**src/rtl/irq_encoder8to3.sv**
```systemverilog
// Sequential 8-to-3 request encoder with pending register and valid/ack handshake.
// Define IRQ_ENCODER_RR_EN for round-robin priority; the default is fixed highest-index priority.
module irq_encoder8to3 (
    input  logic       clk,
    input  logic       rst_n,
    input  logic       E,
    input  logic [7:0] req,
    input  logic       ack,
    output logic [2:0] code,
    output logic       valid,
    output logic [7:0] pending,
    output logic       ovf
);

    typedef enum logic {IDLE, PRESENT} state_t;

    state_t     state;
    logic [7:0] clr;
    logic [7:0] set_v;
    logic [2:0] sel;

`ifdef IRQ_ENCODER_RR_EN
    logic [2:0] last;
`endif

    always_comb begin
        clr = '0;
        if (state == PRESENT && ack)
            clr[code] = 1'b1;
        set_v = E ? req : '0;
    end

`ifdef IRQ_ENCODER_RR_EN
    // Walk from farthest (last itself) to nearest (last-1) so the nearest set bit wins.
    always_comb begin
        sel = '0;
        for (int unsigned k = 8; k >= 1; k--) begin
            if (pending[last - 3'(k)])
                sel = last - 3'(k);
        end
    end
`else
    always_comb begin
        sel = '0;
        for (int unsigned i = 0; i < 8; i++) begin
            if (pending[i])
                sel = 3'(i);
        end
    end
`endif

    always_ff @(posedge clk or negedge rst_n) begin
        if (!rst_n) begin
            state   <= IDLE;
            pending <= '0;
            code    <= '0;
            valid   <= 1'b0;
            ovf     <= 1'b0;
`ifdef IRQ_ENCODER_RR_EN
            last    <= '0;
`endif
        end else begin
            pending <= (pending & ~clr) | set_v;
            ovf     <= |(set_v & pending & ~clr);
            case (state)
                IDLE: begin
                    valid <= 1'b0;
                    if (E && (pending != '0)) begin
                        code  <= sel;
                        valid <= 1'b1;
                        state <= PRESENT;
                    end
                end
                PRESENT: begin
                    if (ack) begin
                        valid <= 1'b0;
                        state <= IDLE;
`ifdef IRQ_ENCODER_RR_EN
                        last  <= code;
`endif
                    end
                end
                default: state <= IDLE;
            endcase
        end
    end

endmodule

```
**config.mk**
```make
export PLATFORM = sky130hd
export DESIGN_NAME = irq_encoder8to3
export DESIGN_NICKNAME = d
export VERILOG_FILES = /design/src/rtl/irq_encoder8to3.sv
export SDC_FILE = /design/constraint.sdc
export NUM_CORES = 1
export LEC_CHECK = 0
export CAP_MARGIN = 20
export CORE_UTILIZATION = 46
export DETAILED_ROUTE_END_ITERATION = 6
export PLACE_DENSITY = 0.93
export SKIP_CTS_REPAIR_TIMING = 1
export SLEW_MARGIN = 20
export SYNTH_ARGS = -nofsm -noshare
export SYNTH_HDL_FRONTEND = slang
export SYNTH_SLANG_ARGS = --single-unit
```
**constraint.sdc**
```tcl
create_clock -name clk -period 3 [get_ports clk]
set_input_delay 0.45 -clock clk [delete_from_list [all_inputs] [get_ports clk]]
set_output_delay 0.45 -clock clk [all_outputs]
set_load 0.02 [all_outputs]
```
Word level (Yosys, flattened, before mapping)
Cells that the tools add are included.
- $lt $le $gt $ge: 2
- equal/unequal tests: 1
- muxes and demuxes: 16
- bitwise operators: 6
- reduce and logical (&&, ||, !) cells: 6
- operator list (kind ; number):
    bitwise AND 8 bit ; 3
    2-to-1 mux 3 bit ; 6
    2-to-1 mux 8 bit ; 2
    inverter 8 bit ; 1
    bitwise OR 8 bit ; 1
    nonzero test 8 bit ; 1
    OR reduction 8 bit ; 1
    2-to-1 mux 1 bit ; 5
    less-than comparator 3 x 4 -> 1 bit, second input constant ; 1
    case mux 1 bit (2 select lines) ; 2
    demux 1 bit (select 3 bit) ; 1
    greater-or-equal comparator 3 x 1 -> 1 bit, second input constant ; 1
    logical AND 1 bit ; 3
    inequality test 2 bit, second input constant ; 1
    AND reduction 2 bit ; 1
    inverter 1 bit ; 1
- flip-flop bits (word level): 14
- bits of input ports: 12
- output and inout port bits: 13
- logic and storage cells: 36

Depth between registers and ports, before layout
- depth after elaboration: 8
- mapped depth: 5
- gate-level depth less buffers: 4

Least setup slack after synthesis
Ideal clock, no wire load.
- path kind: flip-flop to flip-flop
- start: register pending[5]
- end: register valid
- library setup time: 0.126 ns
- data arrival time: 1.289 ns
- required time: 2.874 ns
- path slack: 1.585 ns
- cell stages (with the launch flop): 5
- buffers on the path: 0
- clock period less this slack: 1.415 ns
- path through: dfrtp_1 > nor4_2 > a211oi_2 > a21o_1 > a21boi_1
- word-level cells in the longest chain between the ends: 4
- RTL lines (what ; line ; text):
    start, declared ; 11 ; output logic [7:0] pending,
    start signal, assigned ; 63 ; pending <= (pending & ~clr) | set_v;
    nonzero test 8 bit ; 68 ; if (E && (pending != '0)) begin
    logical AND 1 bit ; 68 ;
    2-to-1 mux 1 bit ; 68 ;
    case mux 1 bit (2 select lines) ; 65 ; case (state)
    end signal, assigned ; 67 ; valid <= 1'b0;
    end signal, assigned ; 70 ; valid <= 1'b1;
    end signal, assigned ; 76 ; valid <= 1'b0;
    end, declared ; 10 ; output logic valid,
No other way between the ends.
A chain may end at the register's enable or synchronous reset.

Worst setup path in the final report
- start: register pending[5]
- end: output pending[5]
No word-level cell between the ends.

==> report_table.html <==
<table>
<tr><th>Metric</th><th>Value</th></tr>
<tr><th colspan="2">Setup path</th></tr>
<tr><td>Crit path DAT</td><td>1.45 ns</td></tr>
<tr><td>Type of destination of the critical path</td><td>output pin</td></tr>
<tr><td>Worst Setup Start Kind</td><td>flip-flop</td></tr>
<tr><td>Worst reg2reg startpoint</td><td>pending[5]$_DFF_PN0_</td></tr>
<tr><td>Crit path from</td><td>pending[5]$_DFF_PN0_</td></tr>
<tr><td>Data required time at the worst endpoint</td><td>2.55 ns</td></tr>
<tr><td>R2R Setup Slk</td><td>1.49 ns</td></tr>
<tr><td>Delay-heaviest family, CP</td><td>buffers and inverters</td></tr>
<tr><td>Max stage delay on crit path</td><td>0.67 ns</td></tr>
<tr><td>Slowest CP cell</td><td>sky130_fd_sc_hd__clkdlybuf4s50_1</td></tr>
<tr><td>Buffers &amp; Inverters on Critical Path</td><td>1</td></tr>
<tr><td>Type of the worst setup path</td><td>reg -&gt; out</td></tr>
<tr><td>Crit path cell chain</td><td>clkdlybuf4s50_1</td></tr>
<tr><td>Critical-path maximum fanout</td><td>6</td></tr>
<tr><th colspan="2">Power</th></tr>
<tr><td>Overall power of the completed layout</td><td>483 uW</td></tr>
<tr><td>Leak pwr</td><td>0.420 nW</td></tr>
<tr><td>Total power divided by cell area</td><td>498 nW/um2</td></tr>
<tr><td>Peak ir drop on the vdd network</td><td>0.321 mV</td></tr>
<tr><th colspan="2">STA</th></tr>
<tr><td>Max-slew violation count</td><td>0</td></tr>
<tr><td>Worst hold slack</td><td>0.534 ns</td></tr>
<tr><td>Worst slew margin relative to its limit</td><td>58.1%</td></tr>
<tr><td>Slew @ Worst Pin</td><td>0.627 ns</td></tr>
<tr><td>Unrepaired setup endpoints after global routing</td><td>no</td></tr>
<tr><td>Final clock skew</td><td>0.0107 ns</td></tr>
<tr><td>Setup slack of the critical path after layout</td><td>1.10 ns</td></tr>
<tr><td>Setup_tns</td><td>0 ns</td></tr>
<tr><td>Number of hold-slack violations in the final timing report</td><td>0</td></tr>
<tr><td>Minimum period implied by the final worst setup slack</td><td>1.90 ns</td></tr>
<tr><td>Max frequency</td><td>0.527 GHz</td></tr>
<tr><td>Final setup violating endpoints</td><td>0</td></tr>
<tr><td>Portion of the clock cycle consumed by the worst path in the final layout</td><td>63.2%</td></tr>
<tr><th colspan="2">GRT</th></tr>
<tr><td>Congestion Overflow GR</td><td>0</td></tr>
<tr><td>Global-route wire length before repair</td><td>2640 um</td></tr>
<tr><td>Number of antenna violations at the first check in global routing</td><td>0</td></tr>
<tr><td>Global Route Usage Sum</td><td>25.5%</td></tr>
<tr><td>Via count of the first global-routing pass</td><td>610</td></tr>
<tr><td>Largest net degree at the start of global routing</td><td>15</td></tr>
<tr><th colspan="2">Synthesis</th></tr>
<tr><td>Most used standard cell by instance count after synthesis</td><td>sky130_fd_sc_hd__dfrtp_1</td></tr>
<tr><td>Leading area contributor after synthesis</td><td>sky130_fd_sc_hd__dfrtp_1</td></tr>
<tr><td>Area share of the leading cell type in the synthesized netlist</td><td>49.8%</td></tr>
<tr><td>Post-Synthesis Cells</td><td>74</td></tr>
<tr><td>Unique cell type count in the Yosys netlist</td><td>23</td></tr>
<tr><td>Number of synthesized register bits</td><td>14</td></tr>
<tr><td>Netlist area before placement</td><td>703 um2</td></tr>
<tr><td>Number of flops mapped to enable cells by yosys</td><td>0</td></tr>
<tr><td>Top cells by area, synth</td><td>sky130_fd_sc_hd__dfrtp_1, sky130_fd_sc_hd__a22o_1, sky130_fd_sc_hd__nand2_1, sky130_fd_sc_hd__a21oi_1, sky130_fd_sc_hd__a31oi_1</td></tr>
<tr><td>YS warnings</td><td>0</td></tr>
<tr><td>Most numerous cell types in the synthesized netlist</td><td>sky130_fd_sc_hd__dfrtp_1, sky130_fd_sc_hd__nand2_1, sky130_fd_sc_hd__a21oi_1</td></tr>
<tr><td>Share of async-settable or async-resettable flops after synthesis</td><td>100%</td></tr>
<tr><td>Part of the Yosys area used for sequential elements</td><td>49.8%</td></tr>
<tr><td>Mean instance size in the synthesized netlist</td><td>9.50 um2</td></tr>
<tr><td>Number of nets produced by synthesis</td><td>86</td></tr>
<tr><td>Most instantiated flip-flop cell in the synthesis netlist</td><td>sky130_fd_sc_hd__dfrtp_1</td></tr>
<tr><th colspan="2">Route</th></tr>
<tr><td>Routed Antenna Nets</td><td>0</td></tr>
<tr><td>Via density per instance</td><td>5.95</td></tr>
<tr><td>Starting DRC count in detailed routing</td><td>21</td></tr>
<tr><td>Final Routed Wirelength</td><td>1820 um</td></tr>
<tr><td>DRC violation count after routing</td><td>0</td></tr>
<tr><td>Number of vias in the routed layout</td><td>678</td></tr>
<tr><td>First-pass iteration count of the detailed router</td><td>4</td></tr>
<tr><td>Routed wire length per instance</td><td>16.0 um</td></tr>
<tr><th colspan="2">Hold path</th></tr>
<tr><td>Startpoint of the tightest hold check path</td><td>valid$_DFFE_PN0P_</td></tr>
<tr><td>Kind of path behind the tightest hold check</td><td>reg -&gt; reg</td></tr>
<tr><th colspan="2">Clock tree</th></tr>
<tr><td>Buffer levels on the longest clock path</td><td>2</td></tr>
<tr><td>Clk_lat worst skew</td><td>0.28 ns</td></tr>
<tr><td>Root Buffer Master</td><td>sky130_fd_sc_hd__clkbuf_4</td></tr>
<tr><td>Clock transition time at the flip-flop clock pins of the worst setup and hold paths</td><td>0.09 ns</td></tr>
<tr><td>Clock sinks</td><td>14</td></tr>
<tr><td>Clock tree from TritonCTS</td><td>built</td></tr>
<tr><td>Number of buffers added by the clock tree synthesis step</td><td>3</td></tr>
<tr><td>H-tree lvl count</td><td>1</td></tr>
<tr><th colspan="2">Final layout</th></tr>
<tr><td>Cell area after layout</td><td>970 um2</td></tr>
<tr><td>Fill cell count</td><td>102</td></tr>
<tr><td>Antenna diode count</td><td>0</td></tr>
<tr><td>Relative area change from synthesis to final layout</td><td>37.9%</td></tr>
<tr><td>Total area of sequential cells</td><td>350 um2</td></tr>
<tr><td>Total area of multi-input combinational cells</td><td>319 um2</td></tr>
<tr><td>Nets</td><td>113</td></tr>
<tr><td>Fraction of layout cells with a size suffix above 1</td><td>6.06%</td></tr>
<tr><th colspan="2">Place</th></tr>
<tr><td>Input/output buffers</td><td>24</td></tr>
<tr><td>Final weighted congestion of routability-driven global placement</td><td>0.816</td></tr>
<tr><td>Worst setup slack before clock tree synthesis</td><td>1.01 ns</td></tr>
<tr><td>Total half-perimeter wirelength after legalization and detailed placement</td><td>1370 um</td></tr>
<tr><td>Cell area reported after detailed placement</td><td>947 um2</td></tr>
<tr><th colspan="2">Status</th></tr>
<tr><td>Result of the run</td><td>finished clean</td></tr>
<tr><th colspan="2">Die</th></tr>
<tr><td>Area of the core region</td><td>1370 um2</td></tr>
<tr><td>Initial core utilization</td><td>51.5%</td></tr>
<tr><td>Top-level port count</td><td>25</td></tr>
<tr><td>Number of standard-cell rows in the floorplan</td><td>13</td></tr>
<tr><td>Chip Height</td><td>41.1 um</td></tr>
<tr><td>Horizontal die dimension</td><td>41.1 um</td></tr>
<tr><td>Total die area</td><td>1690 um2</td></tr>
<tr><th colspan="2">Job</th></tr>
<tr><td>Number of maximum-capacitance constraint violations</td><td>0</td></tr>
</table>
## stage by stage
step | utilization, % | instances
2_1_floorplan | - | 74
3_3_place_gp | 69.3 | 111
3_5_place_dp | 69.3 | 111
4_1_cts | 71.0 | 114
5_1_grt | 71.0 | 114
6_report | 71.0 | 114
## cells by family after synthesis
| logic type | Yosys count | synth area share, % |
|---|---|---|
| buffers and inverters | 7 | 4.80 |
| DFF | 14 | 49.8 |
| and+or+nand+nor | 28 | 19.9 |
| AOI/OAI and AO/OA | 25 | 25.4 |
## path summary, 6_finish.rpt
kind	endpoint	depth (start not counted)
max in group asynchronous	state$_DFF_PN0_	1
worst max register to register	valid$_DFFE_PN0P_	4
worst max-delay path	pending[5]	1
min in group asynchronous	pending[2]$_DFF_PN0_	1
worst min register to register	valid$_DFFE_PN0P_	2
worst min-delay path	valid$_DFFE_PN0P_	2
## flip-flops by register name, indices dropped and copies added, names as in the netlist
register and flops:
pending 8, code 3, ovf 1, state 1, valid 1
## report_power, final
group | leakage (nW) | total (mW) | internal (mW) | switching (mW)
Clock | 0.0138 | 0.105 | 0.0464 | 0.0584
Sequential | 0.137 | 0.240 | 0.209 | 0.0311
Combinational | 0.269 | 0.138 | 0.0714 | 0.0671
Total | 0.420 | 0.483 | 0.327 | 0.157
## placed cells by master (no fill, tap or decap), drive strengths merged, types with 2 or more instances in the layout
| master | netlist | routed |
|---|---|---|
| nor4 | 3 | 3 |
| nor2 | 6 | 6 |
| a21oi | 7 | 7 |
| clkbuf | 0 | 3 |
| nand3 | 4 | 4 |
| nand2 | 10 | 10 |
| dfrtp | 14 | 14 |
| clkdlybuf4s50 | 0 | 24 |
| a21o | 2 | 2 |
| inv | 5 | 5 |
| a31oi | 4 | 4 |
| a22o | 7 | 7 |
## area by class of cell
type	instances	share of cell area, %
repair buffers	24	24.8
well taps	15	1.94
flip-flops and latches	14	36.1
inverters	5	1.94
multi-input cells	53	32.9
clock buffers	3	2.32
## metal layers
metal | track usage, % | vias up | routed length (um)
li1 | - | 320 | -
met5 | 0 | - | 0
met1 | 29.6 | 322 | 798
met3 | 9.24 | 4 | 118
met4 | 14.5 | 0 | 16
met2 | 40.2 | 32 | 886
Power figures use the tool's default switching activity.
